[src/rtl/hyperbus_device_ctrl_if.sv]
// HyperBus device-side link and SRAM port bundle.
// The slave modport is the device controller; master is the host/PHY plus SRAM side.
interface hyperbus_device_ctrl_if #(
    parameter int unsigned MemAddrWidth = 16
) ();
    logic                    hyper_cs_ni;
    logic [15:0]             hyper_dq_i;
    logic [15:0]             hyper_dq_o;
    logic                    hyper_dq_oe_o;
    logic [1:0]              hyper_rwds_i;
    logic [1:0]              hyper_rwds_o;
    logic                    hyper_rwds_oe_o;
    logic                    mem_req_o;
    logic                    mem_we_o;
    logic [MemAddrWidth-1:0] mem_addr_o;
    logic [1:0]              mem_be_o;
    logic [15:0]             mem_wdata_o;
    logic [15:0]             mem_rdata_i;

    modport slave (
        input  hyper_cs_ni, hyper_dq_i, hyper_rwds_i, mem_rdata_i,
        output hyper_dq_o, hyper_dq_oe_o, hyper_rwds_o, hyper_rwds_oe_o,
        output mem_req_o, mem_we_o, mem_addr_o, mem_be_o, mem_wdata_o
    );

    modport master (
        output hyper_cs_ni, hyper_dq_i, hyper_rwds_i, mem_rdata_i,
        input  hyper_dq_o, hyper_dq_oe_o, hyper_rwds_o, hyper_rwds_oe_o,
        input  mem_req_o, mem_we_o, mem_addr_o, mem_be_o, mem_wdata_o
    );
endinterface

[src/rtl/hyperbus_device_ctrl.sv]
// Device-side HyperBus responder: CA decode, initial latency, SRAM word bursts,
// ID/CR0 register space.
module hyperbus_device_ctrl #(
    parameter int unsigned MemAddrWidth   = 16,
    parameter int unsigned InitialLatency = 6,
    parameter logic [15:0] Id0            = 16'h0c81,
    parameter logic [15:0] Id1            = 16'h0001,
    parameter logic [15:0] Cr0Reset       = 16'h8f1f
) (
    input  logic                  clk_i,
    input  logic                  rst_i,
    hyperbus_device_ctrl_if.slave bus
);
    localparam int unsigned LatW = $clog2(2 * InitialLatency) + 1;

    typedef logic [MemAddrWidth-1:0] addr_t;
    typedef enum logic [2:0] {
        S_IDLE, S_CA, S_LATENCY, S_REG_WR, S_READ, S_WRITE, S_DONE
    } state_e;
    typedef enum logic [1:0] {REG_ID0, REG_ID1, REG_CR0, REG_NONE} reg_e;

    state_e          state_q, state_d;
    logic            ca_phase_q, ca_phase_d;
    logic [15:0]     ca_hi_q, ca_hi_d, ca_mid_q, ca_mid_d;
    logic            is_read_q, is_read_d, is_reg_q, is_reg_d, linear_q, linear_d;
    reg_e            reg_sel_q, reg_sel_d;
    addr_t           addr_q, addr_d, addr_next;
    logic [LatW-1:0] lat_q, lat_d;
    logic [15:0]     cr0_q, cr0_d, reg_rdata;
    logic [31:0]     ca_waddr;

    // Word address {CA[44:16], CA[2:0]}; the last CA word is still on the bus.
    assign ca_waddr = {ca_hi_q[12:0], ca_mid_q, bus.hyper_dq_i[2:0]};

    function automatic addr_t next_addr(addr_t a, logic lin, logic [1:0] wl);
        addr_t mask;
        case (wl)
            2'b00:   mask = addr_t'(63);
            2'b01:   mask = addr_t'(31);
            2'b10:   mask = addr_t'(7);
            default: mask = addr_t'(15);
        endcase
        if (lin) return a + addr_t'(1);
        return (a & ~mask) | ((a + addr_t'(1)) & mask);
    endfunction

    assign addr_next = next_addr(addr_q, linear_q, cr0_q[1:0]);

    always_comb begin
        case (reg_sel_q)
            REG_ID0: reg_rdata = Id0;
            REG_ID1: reg_rdata = Id1;
            REG_CR0: reg_rdata = cr0_q;
            default: reg_rdata = '0;
        endcase
    end

    always_comb begin
        state_d    = state_q;
        ca_phase_d = ca_phase_q;
        ca_hi_d    = ca_hi_q;
        ca_mid_d   = ca_mid_q;
        is_read_d  = is_read_q;
        is_reg_d   = is_reg_q;
        linear_d   = linear_q;
        reg_sel_d  = reg_sel_q;
        addr_d     = addr_q;
        lat_d      = lat_q;
        cr0_d      = cr0_q;
        bus.hyper_dq_o      = '0;
        bus.hyper_dq_oe_o   = 1'b0;
        bus.hyper_rwds_o    = '0;
        bus.hyper_rwds_oe_o = 1'b0;
        bus.mem_req_o       = 1'b0;
        bus.mem_we_o        = 1'b0;
        bus.mem_addr_o      = '0;
        bus.mem_be_o        = '0;
        bus.mem_wdata_o     = '0;
        // Deselect or reset silences every output in the same cycle.
        if (rst_i || bus.hyper_cs_ni) begin
            state_d = S_IDLE;
        end else begin
            case (state_q)
                S_IDLE: begin
                    bus.hyper_rwds_oe_o = 1'b1;
                    bus.hyper_rwds_o    = {2{cr0_q[3]}};
                    ca_hi_d    = bus.hyper_dq_i;
                    ca_phase_d = 1'b0;
                    state_d    = S_CA;
                end
                S_CA: begin
                    bus.hyper_rwds_oe_o = 1'b1;
                    bus.hyper_rwds_o    = {2{cr0_q[3]}};
                    if (!ca_phase_q) begin
                        ca_mid_d   = bus.hyper_dq_i;
                        ca_phase_d = 1'b1;
                    end else begin
                        is_read_d = ca_hi_q[15];
                        is_reg_d  = ca_hi_q[14];
                        linear_d  = ca_hi_q[13];
                        addr_d    = ca_waddr[MemAddrWidth-1:0];
                        lat_d     = cr0_q[3] ? LatW'(2 * InitialLatency - 1)
                                             : LatW'(InitialLatency - 1);
                        if (ca_waddr == 32'h0)        reg_sel_d = REG_ID0;
                        else if (ca_waddr == 32'h1)   reg_sel_d = REG_ID1;
                        else if (ca_waddr == 32'h800) reg_sel_d = REG_CR0;
                        else                          reg_sel_d = REG_NONE;
                        state_d = (!ca_hi_q[15] && ca_hi_q[14]) ? S_REG_WR : S_LATENCY;
                    end
                end
                S_LATENCY: begin
                    if (lat_q == '0) begin
                        if (is_read_q) begin
                            state_d = S_READ;
                            // Prefetch so the first word is on dq_o in the first READ cycle.
                            if (!is_reg_q) begin
                                bus.mem_req_o  = 1'b1;
                                bus.mem_addr_o = addr_q;
                                addr_d         = addr_next;
                            end
                        end else begin
                            state_d = S_WRITE;
                        end
                    end else begin
                        lat_d = lat_q - LatW'(1);
                    end
                end
                S_READ: begin
                    bus.hyper_dq_oe_o   = 1'b1;
                    bus.hyper_rwds_oe_o = 1'b1;
                    bus.hyper_rwds_o    = 2'b10;
                    bus.hyper_dq_o      = is_reg_q ? reg_rdata : bus.mem_rdata_i;
                    if (!is_reg_q) begin
                        bus.mem_req_o  = 1'b1;
                        bus.mem_addr_o = addr_q;
                        addr_d         = addr_next;
                    end
                end
                S_WRITE: begin
                    bus.mem_req_o   = 1'b1;
                    bus.mem_we_o    = 1'b1;
                    bus.mem_addr_o  = addr_q;
                    bus.mem_wdata_o = bus.hyper_dq_i;
                    bus.mem_be_o    = ~bus.hyper_rwds_i;
                    addr_d          = addr_next;
                end
                S_REG_WR: begin
                    if (reg_sel_q == REG_CR0) cr0_d = bus.hyper_dq_i;
                    state_d = S_DONE;
                end
                default: ;
            endcase
        end
    end

    always_ff @(posedge clk_i or posedge rst_i) begin
        if (rst_i) begin
            state_q    <= S_IDLE;
            ca_phase_q <= 1'b0;
            ca_hi_q    <= '0;
            ca_mid_q   <= '0;
            is_read_q  <= 1'b0;
            is_reg_q   <= 1'b0;
            linear_q   <= 1'b0;
            reg_sel_q  <= REG_NONE;
            addr_q     <= '0;
            lat_q      <= '0;
            cr0_q      <= Cr0Reset;
        end else begin
            state_q    <= state_d;
            ca_phase_q <= ca_phase_d;
            ca_hi_q    <= ca_hi_d;
            ca_mid_q   <= ca_mid_d;
            is_read_q  <= is_read_d;
            is_reg_q   <= is_reg_d;
            linear_q   <= linear_d;
            reg_sel_q  <= reg_sel_d;
            addr_q     <= addr_d;
            lat_q      <= lat_d;
            cr0_q      <= cr0_d;
        end
    end
endmodule

[src/flat_wrapper.sv]
// flat-port wrapper written by rule: the top's interface ports become plain ports
module hyperbus_device_ctrl_flat 
#(
    parameter int unsigned MemAddrWidth   = 16,
    parameter int unsigned InitialLatency = 6,
    parameter logic [15:0] Id0            = 16'h0c81,
    parameter logic [15:0] Id1            = 16'h0001,
    parameter logic [15:0] Cr0Reset       = 16'h8f1f
)
  (clk_i, rst_i, bus_hyper_cs_ni, bus_hyper_dq_i, bus_hyper_rwds_i, bus_mem_rdata_i, bus_hyper_dq_o, bus_hyper_dq_oe_o, bus_hyper_rwds_o, bus_hyper_rwds_oe_o, bus_mem_req_o, bus_mem_we_o, bus_mem_addr_o, bus_mem_be_o, bus_mem_wdata_o);
  hyperbus_device_ctrl_if #(.MemAddrWidth(MemAddrWidth)) bus_i ();
  input  logic clk_i;
  input  logic rst_i;
  input wire logic [$bits(bus_i.hyper_cs_ni)-1:0] bus_hyper_cs_ni;
  input wire logic [$bits(bus_i.hyper_dq_i)-1:0] bus_hyper_dq_i;
  input wire logic [$bits(bus_i.hyper_rwds_i)-1:0] bus_hyper_rwds_i;
  input wire logic [$bits(bus_i.mem_rdata_i)-1:0] bus_mem_rdata_i;
  output wire logic [$bits(bus_i.hyper_dq_o)-1:0] bus_hyper_dq_o;
  output wire logic [$bits(bus_i.hyper_dq_oe_o)-1:0] bus_hyper_dq_oe_o;
  output wire logic [$bits(bus_i.hyper_rwds_o)-1:0] bus_hyper_rwds_o;
  output wire logic [$bits(bus_i.hyper_rwds_oe_o)-1:0] bus_hyper_rwds_oe_o;
  output wire logic [$bits(bus_i.mem_req_o)-1:0] bus_mem_req_o;
  output wire logic [$bits(bus_i.mem_we_o)-1:0] bus_mem_we_o;
  output wire logic [$bits(bus_i.mem_addr_o)-1:0] bus_mem_addr_o;
  output wire logic [$bits(bus_i.mem_be_o)-1:0] bus_mem_be_o;
  output wire logic [$bits(bus_i.mem_wdata_o)-1:0] bus_mem_wdata_o;
  assign bus_i.hyper_cs_ni = bus_hyper_cs_ni;
  assign bus_i.hyper_dq_i = bus_hyper_dq_i;
  assign bus_i.hyper_rwds_i = bus_hyper_rwds_i;
  assign bus_i.mem_rdata_i = bus_mem_rdata_i;
  assign bus_hyper_dq_o = bus_i.hyper_dq_o;
  assign bus_hyper_dq_oe_o = bus_i.hyper_dq_oe_o;
  assign bus_hyper_rwds_o = bus_i.hyper_rwds_o;
  assign bus_hyper_rwds_oe_o = bus_i.hyper_rwds_oe_o;
  assign bus_mem_req_o = bus_i.mem_req_o;
  assign bus_mem_we_o = bus_i.mem_we_o;
  assign bus_mem_addr_o = bus_i.mem_addr_o;
  assign bus_mem_be_o = bus_i.mem_be_o;
  assign bus_mem_wdata_o = bus_i.mem_wdata_o;
  hyperbus_device_ctrl #(.MemAddrWidth(MemAddrWidth), .InitialLatency(InitialLatency), .Id0(Id0), .Id1(Id1), .Cr0Reset(Cr0Reset)) u_core (.clk_i(clk_i), .rst_i(rst_i), .bus(bus_i));
endmodule
[config.mk]
export PLATFORM = sky130hd
export DESIGN_NAME = hyperbus_device_ctrl_flat
export DESIGN_NICKNAME = d
export VERILOG_FILES = /design/src/rtl/hyperbus_device_ctrl_if.sv /design/src/rtl/hyperbus_device_ctrl.sv /design/src/flat_wrapper.sv
export SDC_FILE = /design/constraint.sdc
export NUM_CORES = 1
export LEC_CHECK = 0
export CAP_MARGIN = 20
export CORE_UTILIZATION = 25
export DETAILED_ROUTE_END_ITERATION = 10
export PLACE_DENSITY = 0.52
export SLEW_MARGIN = 20
export SYNTH_ARGS = -nofsm -noshare
export SYNTH_HDL_FRONTEND = slang
export SYNTH_SLANG_ARGS = --single-unit
[constraint.sdc]
create_clock -name clk_i -period 2.2 [get_ports clk_i]
set_input_delay 0.33 -clock clk_i [delete_from_list [all_inputs] [get_ports clk_i]]
set_output_delay 0.33 -clock clk_i [all_outputs]
set_load 0.005 [all_outputs]
Word-level counts from Yosys, hierarchy flattened
Index checks and enable logic that the tools add are counted.

Add/subtract/negate cells: 2. Multipliers: 0. Divide/modulo/power cells: 0. Magnitude comparators: 0. Eq/ne operators: 17. Shift operators: 0. Multiplexer cells: 49. Bitwise logic cells: 7. Reduce and logical (&&, ||, !) cells: 22.

Operators by type and width (count): $mux 16 (15); $pmux 16 s3 (2); $pmux 16 s4 (1); $eq 32x1->1 const B (1); $eq 32x12->1 const B (1); $logic_not 32->1 (1); $pmux 6 s3 (1); $add 16x1->16 const B (1); $and 16x16->16 (1); $and 16x6->16 (1); $not 6->16 (1); $or 16x16->16 (1); $mux 1 (14); $pmux 3 s4 (1); $reduce_and 3->1 (4); $mux 2 (5); $mux 5 (2); $pmux 5 s2 (1); $mux 3 (3); $eq 3x2->1 const B (2); $eq 3x3->1 const B (2); $ne 2x1->1 const B (3); $ne 3x1->1 const B (2); $logic_not 5->1 (1); 24 further kinds (30).

Register bits after elaboration: 78. Bits in latches: 0. Bits in writable memories: 0. ROM bits: 0. Output and inout port bits: 56. Word-level logic and storage cells: 108. Memories kept: 0.

Depth between registers and ports, before layout
Gate-level depths: netlist of run 1.

Word-level depth: 10. Depth in mapped cells: 7. Depth with buffers taken out: 6.

Least setup slack after synthesis of run 1
Ideal clock, no wire load.

Kind: reg2out. Start point: register u_core.lat_q[0]. End point: output port bus_mem_addr_o[11]. Arrival time: 1.900 ns. Path slack: -0.030 ns. Cell stages (with the launch flop): 7. Path through: dfrtp_1 inv_1 ha_1 or4b_1 nor4b_4 o21ai_4 nor3_1.

Longest elaborated chain between the ends: 4.

Ends and longest elaborated chain: start: declaration (RTL line hyperbus_device_ctrl.sv:28) `logic [LatW-1:0] lat_q, lat_d;`; start signal: assignment (RTL line hyperbus_device_ctrl.sv:179) `lat_q <= lat_d;`; $logic_not 5->1 (RTL line hyperbus_device_ctrl.sv:112) `if (lat_q == '0) begin`; $mux 16 (RTL line hyperbus_device_ctrl.sv:112); $pmux 16 s3 (RTL line hyperbus_device_ctrl.sv:83) `case (state_q)`; $mux 16 (RTL line hyperbus_device_ctrl.sv:80) `if (rst_i || bus.hyper_cs_ni) begin`; end: declaration (RTL line flat_wrapper.sv:24) `output wire logic [$bits(bus_i.mem_addr_o)-1:0] bus_mem_addr_o;`.

Every way passes these cells.

Worst setup path after layout of run 1
Start point: register u_core.lat_q[1]. End point: output port bus_mem_addr_o[2].

Same word-level chain as after synthesis.

==> impl_summary.md, run 1 <==
Global route
The maximum number of pins on one net before global-route repair is 35. The number of antenna violations at the first check in global routing was 0. The number of global-route vias before repair is around 4300. The total routing resource utilization after global routing is 17.0%. The global-route wire length before repair is 23.5 mm. The overflow left after global routing is 0.

Clock network
The root buffer cell chosen for the clock tree is clkbuf_16. The depth of the CTS H-tree is 3. Counting the buffers created by CTS gives 9. The cts-stage hold buffer count is 0.

TritonCTS built the clock tree. The maximum buffer depth of the clock tree is 2. After clock tree synthesis, the clock-pin slew on the worst setup and hold paths is roughly 0.07 ns. Clock latency on the worst-skew pair, taken at its later pin, is between 0.3 and 0.4 ns. The count of clock tree sinks is 78.

STA
The final-report setup violation count is 39. After routing, the total negative slack on setup checks comes to -6.30 ns. The number of endpoints with negative hold slack in the final report is 0. Measured against its own limit, the worst slew margin works out to between 60% and 70%. The final clock skew is 0.00609 ns. Setup repair after global routing could not meet its margin everywhere.

The final period utilization is 117%. The minimum clock period after layout is between 2 and 3 ns. The worst-case setup margin in the final layout is -0.371 ns. Based on the critical path, the design can be clocked at up to 389 MHz. The worst-margin pin slew is about 0.53 ns. The number of pins exceeding their max-slew limit in the final report came to 0.

Floorplan
The floorplan has between 40 and 50 rows. The die covers roughly 0.018 mm². For this design the top-level I/O count stands at 93. The die is between 100 and 150 µm tall. The chip width is about 130 µm. Once the floorplan was initialized, standard cells occupied 25.4% of the core. The core region is around 0.017 mm².

Logic synthesis
In the synthesized netlist, the cells that appear most often are 66 x dfrtp_1, 52 x mux2_2, 29 x nor2_1. The synthesized design spends more area on one cell type than any other, namely dfrtp_1. After synthesis, the cell types taking the most area are dfrtp_1 38%, mux2_2 13%, dfstp_2 7.2%, a21oi_1 3.1%, and2_1 2.6%.

The sequential cell area fraction in the yosys report is roughly 45%. The Yosys step of the flow raised 0 warnings. The average footprint of a synthesized cell is around 10 µm². In the synthesized netlist the dominant register cell turns out to be dfrtp_1. The number of different library cells in the post-synthesis netlist is 61. The top cell type by area accounts for 37.7% of the synthesized area.

Synthesis inferred 78 register bits. The cell count after synthesis came out at 427. The summed instance area of the synthesized netlist is about 0.0044 mm². The synthesized design contains 0 enable-type register cells.

The cell with the most instances after synthesis is dfrtp_1. The total nets after synthesis is between 400 and 500. Counting flops with an async set or reset pin after synthesis yields a share of 100%.

Power and ir drop
The cell area power density is 691 mW/mm². The analysis attributes to cell leakage a power of around 3.0 nW. Across the VDD grid, the largest voltage drop is a little under 0.4 mV.

Critical path
At the worst endpoint, the arrival time is between 2 and 2.5 ns. In this run the register-to-register setup slack is -0.09 ns. The critical path runs through a total of 10 cells.

Data on the critical path is required at its endpoint by 1.87 ns. Among cell families on the critical path, the largest total delay comes from simple AND/OR/NAND/NOR gates. STA classifies the critical path endpoint as an output port. The most used cell along the critical path is buf_6. The worst setup path is launched from a flip-flop. The largest stage delay on the critical path is 0.40 ns. The critical path startpoint is u_core.lat_q[1].

Counting cells, the worst reg-to-reg path comes to 12. For this design, the slowest cell found on the critical path is dfrtp_1. The worst register-to-register path begins at u_core.lat_q[1]. The worst register-to-register path ends at u_core.addr_q[1].

In this run the worst path has a maximum fanout of 3. By startpoint and endpoint, the worst setup path is classified as reg2out. The critical path contains buffers and inverters numbering 5 combined. The critical path goes through inv_2, ha_4, nor4b_4, nand4b_1, a21oi_4, buf_6, buf_6, buf_6, and3_4, buf_6.

Routing
Once detail routing completed, the nets flagged for antenna violations numbered 0. For this block, the routed nets add up to ~15 mm of wire. The detail-routed via count per cell is 5.00.

Detailed routing inserted a total of 4222 vias. After detailed routing, the average wire length per cell comes to around 18 µm. The number of search-and-repair iterations in the first detailed-routing pass is 5. The post-route DRC violation count is 0. The initial DRC count is approximately 230.

Status
The final reports fail on setup timing. The run finished, with violations left.

Finish
The area of combinational cells with multiple inputs is roughly 0.0025 mm². After routing the design area is ~0.0069 mm². The number of nets in the layout is roughly 650. Counting the fill cells in the layout gives 1687. The number of diodes added for antenna fixing is 0. From synthesis to final layout, the design area changed by 58.4%. Of the cells placed in the final design, the portion with a size suffix greater than 1 is between 40 and 50%. Summing all flip-flop and latch instances after layout gives 0.00197 mm².

Place
The number of input and output port buffers inserted is 92. The placed instances occupy a cell area of 0.00608 mm². The detailed placement HPWL is approximately 11 mm. Routability-driven placement finished with a final weighted congestion of between 0.8 and 0.9.

Worst hold path
The tightest min-delay check is of the in2async type.

Flow run
Max-cap violations in this run came to 0.
[what timing repair did]
| item | CTS | global route |
|---|---|---|
| endpoints found under the setup margin | 57 | 83 |
| resized for setup | 215 | 88 |
| pin swaps | 14 | 18 |
| gates cloned | 3 | 1 |
| setup buffers | 32 | 13 |
[metal layers]
metal  track usage [%]  up-vias  share of wire [%]
met1              22.3     2096                 46
met5                 0        -                  0
met3              3.40       21                4.3
met4              5.31        0                1.4
met2              28.2      134                 48
li1                  -     1971                  -
[cell families after synthesis]
logic type | count (synthesis) | synth area share, %
flip-flops | 78 | 44.9
buffers and inverters | 38 | 3.80
AO/OA/AOI/OAI | 102 | 16.3
multiplexers | 55 | 14.0
adder cells (fa/ha/maj) | 2 | 0.571
AND/OR/NAND/NOR | 152 | 20.4
[registers in the layout, indices dropped and copies added (netlist names), 2 cells and up, named ones only]
register	cells
u_core.ca_hi_q	16
u_core.ca_mid_q	16
u_core.cr0_q	16
u_core.addr_q	13
u_core.lat_q	5
u_core.state_q	3
u_core.reg_sel_q	2
[tightest hold or removal path: cells and delay by family]
family | cells | cell delay [ns]
buffers and inverters | 3 | 0.78
[cells in the final DEF, fill, tap and decap left out, types with 10 or more instances in the layout]
cell / Yosys / final
nor2b_1: 15 / 14
a21oi_1: 27 / 25
dlygate4sd2_1: 0 / 14
mux2_4: 0 / 25
dfstp_2: 12 / 12
nand2_1: 12 / 12
buf_4: 1 / 69
clkdlybuf4s50_1: 0 / 34
clkbuf_2: 0 / 10
buf_6: 2 / 42
and2_1: 18 / 14
dfrtp_1: 66 / 65
mux2_2: 52 / 27
buf_2: 4 / 22
o21ai_0: 16 / 14
nor2_1: 29 / 25
clkbuf_16: 0 / 10
[report_power, final]
group	internal [mW]	total, mW	switching (mW)	leakage, nW
combinational	0.729	1.27	0.542	1.99
clock	0.777	1.43	0.649	0.134
sequential	1.75	2.10	0.349	0.928
total	3.26	4.80	1.54	3.05
[worst max path at each step]
stage | to | slack [ns]
after floorplan | bus_mem_addr_o[11] | 0.01
after global placement | bus_mem_addr_o[7] | -0.48
after detailed placement | bus_mem_addr_o[2] | -0.47
after CTS | bus_mem_addr_o[15] | -0.41
after global routing | bus_mem_addr_o[2] | -0.50
final | bus_mem_addr_o[2] | -0.37
[stage by stage]
step	utilization, %	worst slack [ns]	std cells	power [mW]	hold slack [ns]
after floorplan	-	0.0119	427	2.65	0.438
after global placement	35.3	-0.484	789	3.20	0.487
after detailed placement	35.3	-0.466	789	3.22	0.492
after CTS	38.7	-0.411	837	4.75	0.334
after global routing	40.3	-0.500	844	5.06	0.367
final	40.3	-0.371	844	4.80	0.322
[cell type report]
type | count | share of cell area, %
Multi-Input combinational cell | 311 | 36.7
Clock buffer | 9 | 3.24
Tap cell | 225 | 4.05
Timing Repair Buffer | 202 | 26.1
Inverter | 12 | 0.703
Sequential cell | 78 | 28.3
Clock inverter | 7 | 0.829
Note: power is estimated with default switching activity, not from simulation.
==> run 2: changes to the inputs <==
- CTS_BUF_LIST: unset -> sky130_fd_sc_hd__clkbuf_8
==> run 2 against run 1 <==
Compared with the run above: the run still ends with setup timing left; utilization down 0.40 points; register-to-register slack lost 0.07 ns; setup slack worse by 0.056 ns; combinational power barely moved; global-route usage unchanged; clock power shrank 29%; power fell by 8.7%; via count shrank 0.85%; sequential share of layout area is 0.28 points higher; critical path type unchanged; critical endpoint is now bus_mem_addr_o[15]; largest cell class unchanged; highest routed layer unchanged.
==> impl_summary.md, run 2 (synthesized netlist as in run 1, its figures left out) <==
STA
The number of endpoints with negative hold slack in the final report came to 0. Setup repair after global routing could not meet its margin everywhere. Measured against its own limit, the worst slew margin works out to about 65%. Of the available clock period, the critical path in the final layout requires 119%. The number of pins exceeding their max-slew limit in the final report is 0. For the pin with the worst max-slew slack, the measured transition is 0.525 ns. The minimum clock period after layout is roughly 2.6 ns. The final-report setup violation count is between 50 and 60. Setup slack on the critical path of the routed design comes to -0.426 ns. The achievable clock frequency is 381 MHz. The final clock skew is ~0.0094 ns.

Clock network
TritonCTS built the clock tree. The maximum buffer depth of the clock tree is 2. The H-tree generated during clock tree synthesis spans 3 levels. In this run, post-CTS hold repair placed 0 buffers. The source-to-sink clock delay at the later pin of the worst-skew pair is 0.38 ns. The clock drives 78 sinks. The number of buffers added by the clock tree synthesis step is 9. The root buffer cell is clkbuf_8.

Clock-pin slew was measured on the worst setup and hold paths at 0.09 ns.

Routing
The first detailed-routing pass took 4 iterations. After the first detailed-routing iteration, the DRC count stood at 192. The total routed wirelength is between 15 and 20 mm. The count of antenna-violating nets left after detailed routing is 0. The detail-routed via count per cell is about 5. The total number of vias is approximately 4200. Dividing the detail-routed wire length by the instance count gives between 15 and 20 µm. The post-route DRC violation count is 0.

Place
Once detailed placement completed, the half-perimeter wirelength came to between 10 and 15 mm. The area after detailed placement is about 0.006 mm². The congestion estimate from routability-driven global placement came to between 0.8 and 0.9. Before CTS, the worst setup slack after placement is -0.466 ns. The number of input and output port buffers inserted is between 90 and 100.

Status
The final reports fail on setup timing. The run finished, with violations left.

Critical path
In this run the worst path has a maximum fanout of 4. For the worst setup path, the data required time is 1.87 ns. The nature of the critical path endpoint is an output port. At the worst endpoint, the arrival time is 2.30 ns. STA classifies the critical path startpoint as a flip-flop. The critical path is of the reg2out type.

Global route
The total routing resource utilization after global routing is roughly 17%. The number of antenna violations at the first check in global routing is 0. Summed over all layers, the global routing overflow is 0.

The number of global-route vias before repair is between 4000 and 5000. The global-route wire length before repair is roughly 24 mm. Entering global routing, the biggest net connects 35 pins.

Power and ir drop
The cell area power density is around 640 mW/mm². The completed layout was analyzed and its total power is roughly 4.4 mW. The maximum vdd drop is roughly 0.40 mV. Summed over all cells, the static leakage comes to around 3 nW.

Floorplan
For this configuration, the core starts out at a cell density of 25.4%. The die covers around 0.018 mm². From left edge to right edge, the die measures 134 µm.

The number of top-level design ports is 93. The die outline height is 134 µm. In this run the standard cell core region covers 0.0172 mm².

The number of cell rows is 48.

Finish
The final standard cell area without fillers is between 0.006 and 0.007 mm². Of the cells placed in the final design, the portion with a size suffix greater than 1 is between 40 and 50%. The most common cell after layout, fill and taps aside is buf_4.

The top cell types in the final layout, fill and taps aside, are 68 x buf_4, 65 x dfrtp_1, 50 x buf_6, 36 x clkdlybuf4s50_1. The number of diodes added for antenna fixing is 0. At the end of the flow, the number of nets in the layout was between 600 and 700.

The synthesis-to-finish area growth is 56.8%. The largest registers in the layout are u_core.ca_hi_q (16), u_core.ca_mid_q (16), u_core.cr0_q (16).

Flow run
The number of max-cap violations is 0.

Worst hold path
The tightest min-delay check is of the in2async type.
-- run 2: cell count changes in the layout (fill, tap and decap cells not counted), sizes merged --
cell	previous run	this run
clkdlybuf4s15	2	0
clkdlybuf4s50	34	36
dlygate4sd2	14	8
clkbuf	20	24
-- run 2: report_power, final --
group | internal [mW] | total (mW) | switching (mW)
Clock | 0.422 | 1.02 | 0.593
Sequential | 1.75 | 2.09 | 0.342
Combinational | 0.730 | 1.28 | 0.547
Total | 2.90 | 4.38 | 1.48
-- run 2: layer usage --
metal	GRT usage [%]	up-vias	part of all wire (%)
li1	-	1960	-
met1	22.2	2083	46
met2	28.2	124	49
met3	3.48	19	4.0
met4	5.31	0	1.5
met5	0	-	0
-- run 2: timing repair --
item | in CTS | in global routing
setup endpoints to repair | 57 | 94
cloned | 3 | 1
gates resized for setup | 227 | 105
buffers inserted | 33 | 12
pin swaps | 14 | 15
-- run 2: path summary, 6_finish.rpt --
path / startpoint / to / slack [ns] / cells after the start
setup reg to reg: u_core.state_q[2] / u_core.ca_hi_q[2] / -0.16 / 10
hold / removal: rst_i / u_core.state_q[2] / 0.48 / 3
min in group clk_i: u_core.cr0_q[11] / u_core.cr0_q[11] / 0.50 / 2
setup / recovery: u_core.lat_q[1] / bus_mem_addr_o[15] / -0.43 / 10
max in group asynchronous: rst_i / u_core.reg_sel_q[1] / 1.11 / 4
hold reg to reg: u_core.cr0_q[11] / u_core.cr0_q[11] / 0.50 / 2
-- run 2: area by class of cell --
cell class / instances / area, µm²
multi-input cells: 311 / 2560
repair buffers: 200 / 1830
fillers: 1702 / 10400
clock buffers: 9 / 124
well taps: 225 / 282
clock inverters: 7 / 57.6
inverters: 12 / 48.8
flip-flops and latches: 78 / 1970
-- run 2: metrics by stage --
stage	TNS, ns	cells	util (%)	hold slack, ns
finish	-9.82	842	39.9	0.476
global route	-14.86	842	39.9	0.515
CTS	-7.07	839	38.2	0.490
detailed placement	-15.02	789	35.3	0.492
global placement	-15.36	789	35.3	0.487
floorplan	0	427	-	0.438
-- run 2: critical path: stages, from the launching register on --
cell,delay [ns]
dfrtp_1,0.41
inv_2,0.08
ha_4,0.14
nor4b_4,0.21
nand4b_1,0.22
a21oi_4,0.26
buf_4,0.16
buf_6,0.10
buf_6,0.09
and3_1,0.13
buf_2,0.10
==> run 3: changes to the inputs <==
- CORE_MARGIN: unset -> 8
- CORE_UTILIZATION: 25 -> 48
- PLACE_DENSITY: 0.52 -> 0.84
==> run 3 against run 2 <==
Compared with the run above: the flow still finishes with violations (setup timing); setup slack got worse by 0.032 ns; non-clock buffer count is 23 lower; routed wire length down 3.7%; sequential cell count unchanged; utilization up 30 points; sequential power hardly changed; power up 0.99%; critical endpoint is now bus_mem_addr_o[5]; largest cell class unchanged; largest power group unchanged.
==> impl_summary.md, run 3 (synthesized netlist as in run 1, its figures left out) <==
Status
The run finished, with violations left. The final reports fail on setup timing.

Floorplan
The number of top-level design ports is 93. The region available for standard cell placement spans 0.00906 mm². The number of cell rows is 35.

The die is roughly 110 µm wide. The floorplan step set the die height to between 100 and 150 µm. The die covers 0.0124 mm². The initial utilization of the core area, before any placement, comes to around 48%.

STA
In the post-route analysis, the smallest setup slack over all paths is -0.458 ns. The final total negative setup slack is -7.59 ns. At the pin with the least slew margin, the transition time is about 0.53 ns. The final period utilization is 121%. After layout, the minimum clock period comes to between 2 and 3 ns. The number of endpoints with negative hold slack in the final report was 0. The final clock skew is approximately 0.016 ns. Setup repair after global routing could not meet its margin everywhere. The final-report setup violation count is 26. The number of pins exceeding their max-slew limit in the final report is 0. The achievable clock frequency is roughly 380 MHz. The tightest slew margin relative to the limit is 64.6%.

Global route
The total routing resource utilization after global routing is a little under a quarter. The overflow left after global routing is 0. The number of global-route vias before repair is approximately 4400. The global-route wire length before repair is roughly 23 mm. The number of antenna violations at the first check in global routing is 0. Entering global routing, the biggest net connects 54 pins.

Critical path
By startpoint and endpoint, the worst setup path is classified as reg2out. At the worst endpoint, the required time is 1.87 ns. The cell that appears most often on the critical path is buf_6. The setup check on the worst reg-to-reg path leaves a slack of -0.22 ns. The worst register-to-register path has a depth of 13.

The number of gates on the worst path with buffers counted is 11. The critical path goes through inv_2, ha_4, nor4b_4, buf_4, nand4b_1, a21oi_2, buf_6, buf_6, buf_6, and3_4, buf_6. The data arrival time at the worst-slack endpoint is approximately 2.3 ns.

The worst reg2reg path endpoint is u_core.addr_q[1]. The maximum fanout encountered on the critical timing path is 4. The largest individual stage delay along the critical path comes from the cell dfrtp_1. The launching element type of the critical path is a flip-flop. The cell family contributing the most delay on the critical path is buffers and inverters. The largest stage delay on the critical path is roughly 0.4 ns. The endpoint of the most critical setup path is bus_mem_addr_o[5].

The worst setup path is captured at an output port. The critical path startpoint is u_core.lat_q[0]. Together, buffers and inverters on the worst path number 6. The origin of the critical flop-to-flop path is u_core.lat_q[0].

Place
The final weighted congestion in routability-driven placement is roughly 0.91. Timing analysis after detailed placement gives a worst setup slack of -0.390 ns. The number of input and output port buffers inserted is 92. The total instance count after detailed placement is 665. The detailed placement HPWL is around 10 mm.

Routing
In the final routed layout, each cell accounts on average for 20.5 µm. The first detailed-routing pass ran for 4 iterations. The total number of vias is 4240. The count of antenna-violating nets left after detailed routing is 0. For this block, the routed nets add up to 14.5 mm of wire. After the first detailed-routing iteration, the DRC count stood at between 200 and 250.

The post-route DRC violation count is 0. The detail-routed via count per cell is 6.01.

Clock network
The later pin in the worst-skew pair is clocked with a latency of 0.36 ns. The root buffer cell is clkbuf_8. TritonCTS built the clock tree. The count of clock tree sinks is 78.

The number of buffers added by the clock tree synthesis step is 9. The depth of the CTS H-tree is 3. The maximum buffer depth of the clock tree is 2. Clock-pin slew was measured on the worst setup and hold paths at around 0.080 ns.

Finish
In the final layout, the registers with the most flip-flops are u_core.ca_hi_q (16), u_core.ca_mid_q (16), u_core.cr0_q (16). In the layout the commonest cells are 65 x dfrtp_1, 60 x buf_4, 51 x mux2_2, 36 x clkdlybuf4s50_1. The repair_antennas step left the layout with diodes totalling 0. The finished layout holds ~710 standard cells, fillers aside. The final layout contains around 630 nets.

The synthesis-to-finish area growth is 44.5%. The library cell used most frequently in the layout, excluding fill and tap cells, is dfrtp_1. The share of final-layout standard cells stronger than drive strength 1 is 42.1%.

Power and ir drop
In this run the power density over the cells is approximately 700 mW/mm². The sequential power share is between 40 and 50%. Summed over all nets, the switching power comes to around 1.4 mW. The clock network accounts for about a quarter of the total power. In this run switching power makes up between 30% and 40% of total power. The share of total power dissipated in combinational logic is between 20% and 30%. The maximum vdd drop is about 0.35 mV. The internal power summed over all cells is roughly 3 mW.

In this run the static leakage power is 2.78 nW.

Flow run
The number of max-cap violations is 0.

Worst hold path
The class of the tightest hold or removal check is in2async.
## run 3: cell types whose count changed in the layout (fill, tap and decap cells not counted), sizes merged, moves of 2 or more
cell and delta:
buf -38, clkbuf +10, clkdlybuf4s15 +4, dlygate4sd2 +2
## run 3: power by group through the flow
stage | registers, mW | logic [mW] | clock network [mW]
after floorplan | 1.98 | 0.669 | 0
after global placement | 2.06 | 1.06 | 0
after detailed placement | 2.08 | 1.09 | 0
after CTS | 2.06 | 1.16 | 1.12
after global routing | 2.12 | 1.33 | 1.18
final | 2.09 | 1.23 | 1.11
## run 3: layout make-up
class	count	area [µm²]
clock inverters	6	63.8
multi-input cells	311	2450
repair buffers	177	1520
flip-flops and latches	78	1970
well taps	111	139
inverters	12	48.8
fillers	663	2730
clock buffers	10	138
## run 3: worst min-delay path: stages
cell	delay [ns]
clkdlybuf4s50_1	0.49
buf_4	0.18
clkinvlp_4	0.21
## run 3: timing repair
item / 4_1_cts / 5_1_grt
setup endpoints to repair: 56 / 52
pin swaps: 7 / 9
gates resized for setup: 146 / 93
gates cloned: 2 / 0
setup buffers: 15 / 14
hold endpoints to repair: 0 / 0
hold buffers: 0 / 0
## run 3: worst min-delay path by stage
stage | startpoint | end | slack (ns) | depth (start not counted)
6_report | rst_i | u_core.ca_phase_q | 0.48 | 3
5_1_grt | rst_i | u_core.ca_phase_q | 0.49 | 3
4_1_cts | rst_i | u_core.ca_phase_q | 0.46 | 3
3_5_place_dp | u_core.ca_hi_q[10] | u_core.ca_hi_q[10] | 0.50 | 1
3_3_place_gp | u_core.cr0_q[11] | u_core.cr0_q[11] | 0.49 | 2
2_1_floorplan | bus_hyper_dq_i[10] | u_core.cr0_q[10] | 0.44 | 2
## run 3: through the flow
stage	power, mW	instance area [µm²]	hold slack, ns	utilization (%)
global route	4.63	6330	0.485	69.9
detailed placement	3.17	5850	0.496	64.5
CTS	4.34	6190	0.463	68.3
floorplan	2.65	4390	0.438	-
global placement	3.12	5850	0.488	64.5
finish	4.43	6330	0.480	69.9
## run 3: layer usage
| metal | wire [µm] | vias to the layer above | track usage (%) |
|---|---|---|---|
| met5 | 0 | - | 0 |
| met4 | 393 | 0 | 6.29 |
| met3 | 1190 | 32 | 5.90 |
| met2 | 7150 | 185 | 38.9 |
| met1 | 5740 | 2101 | 28.0 |
| li1 | - | 1922 | - |
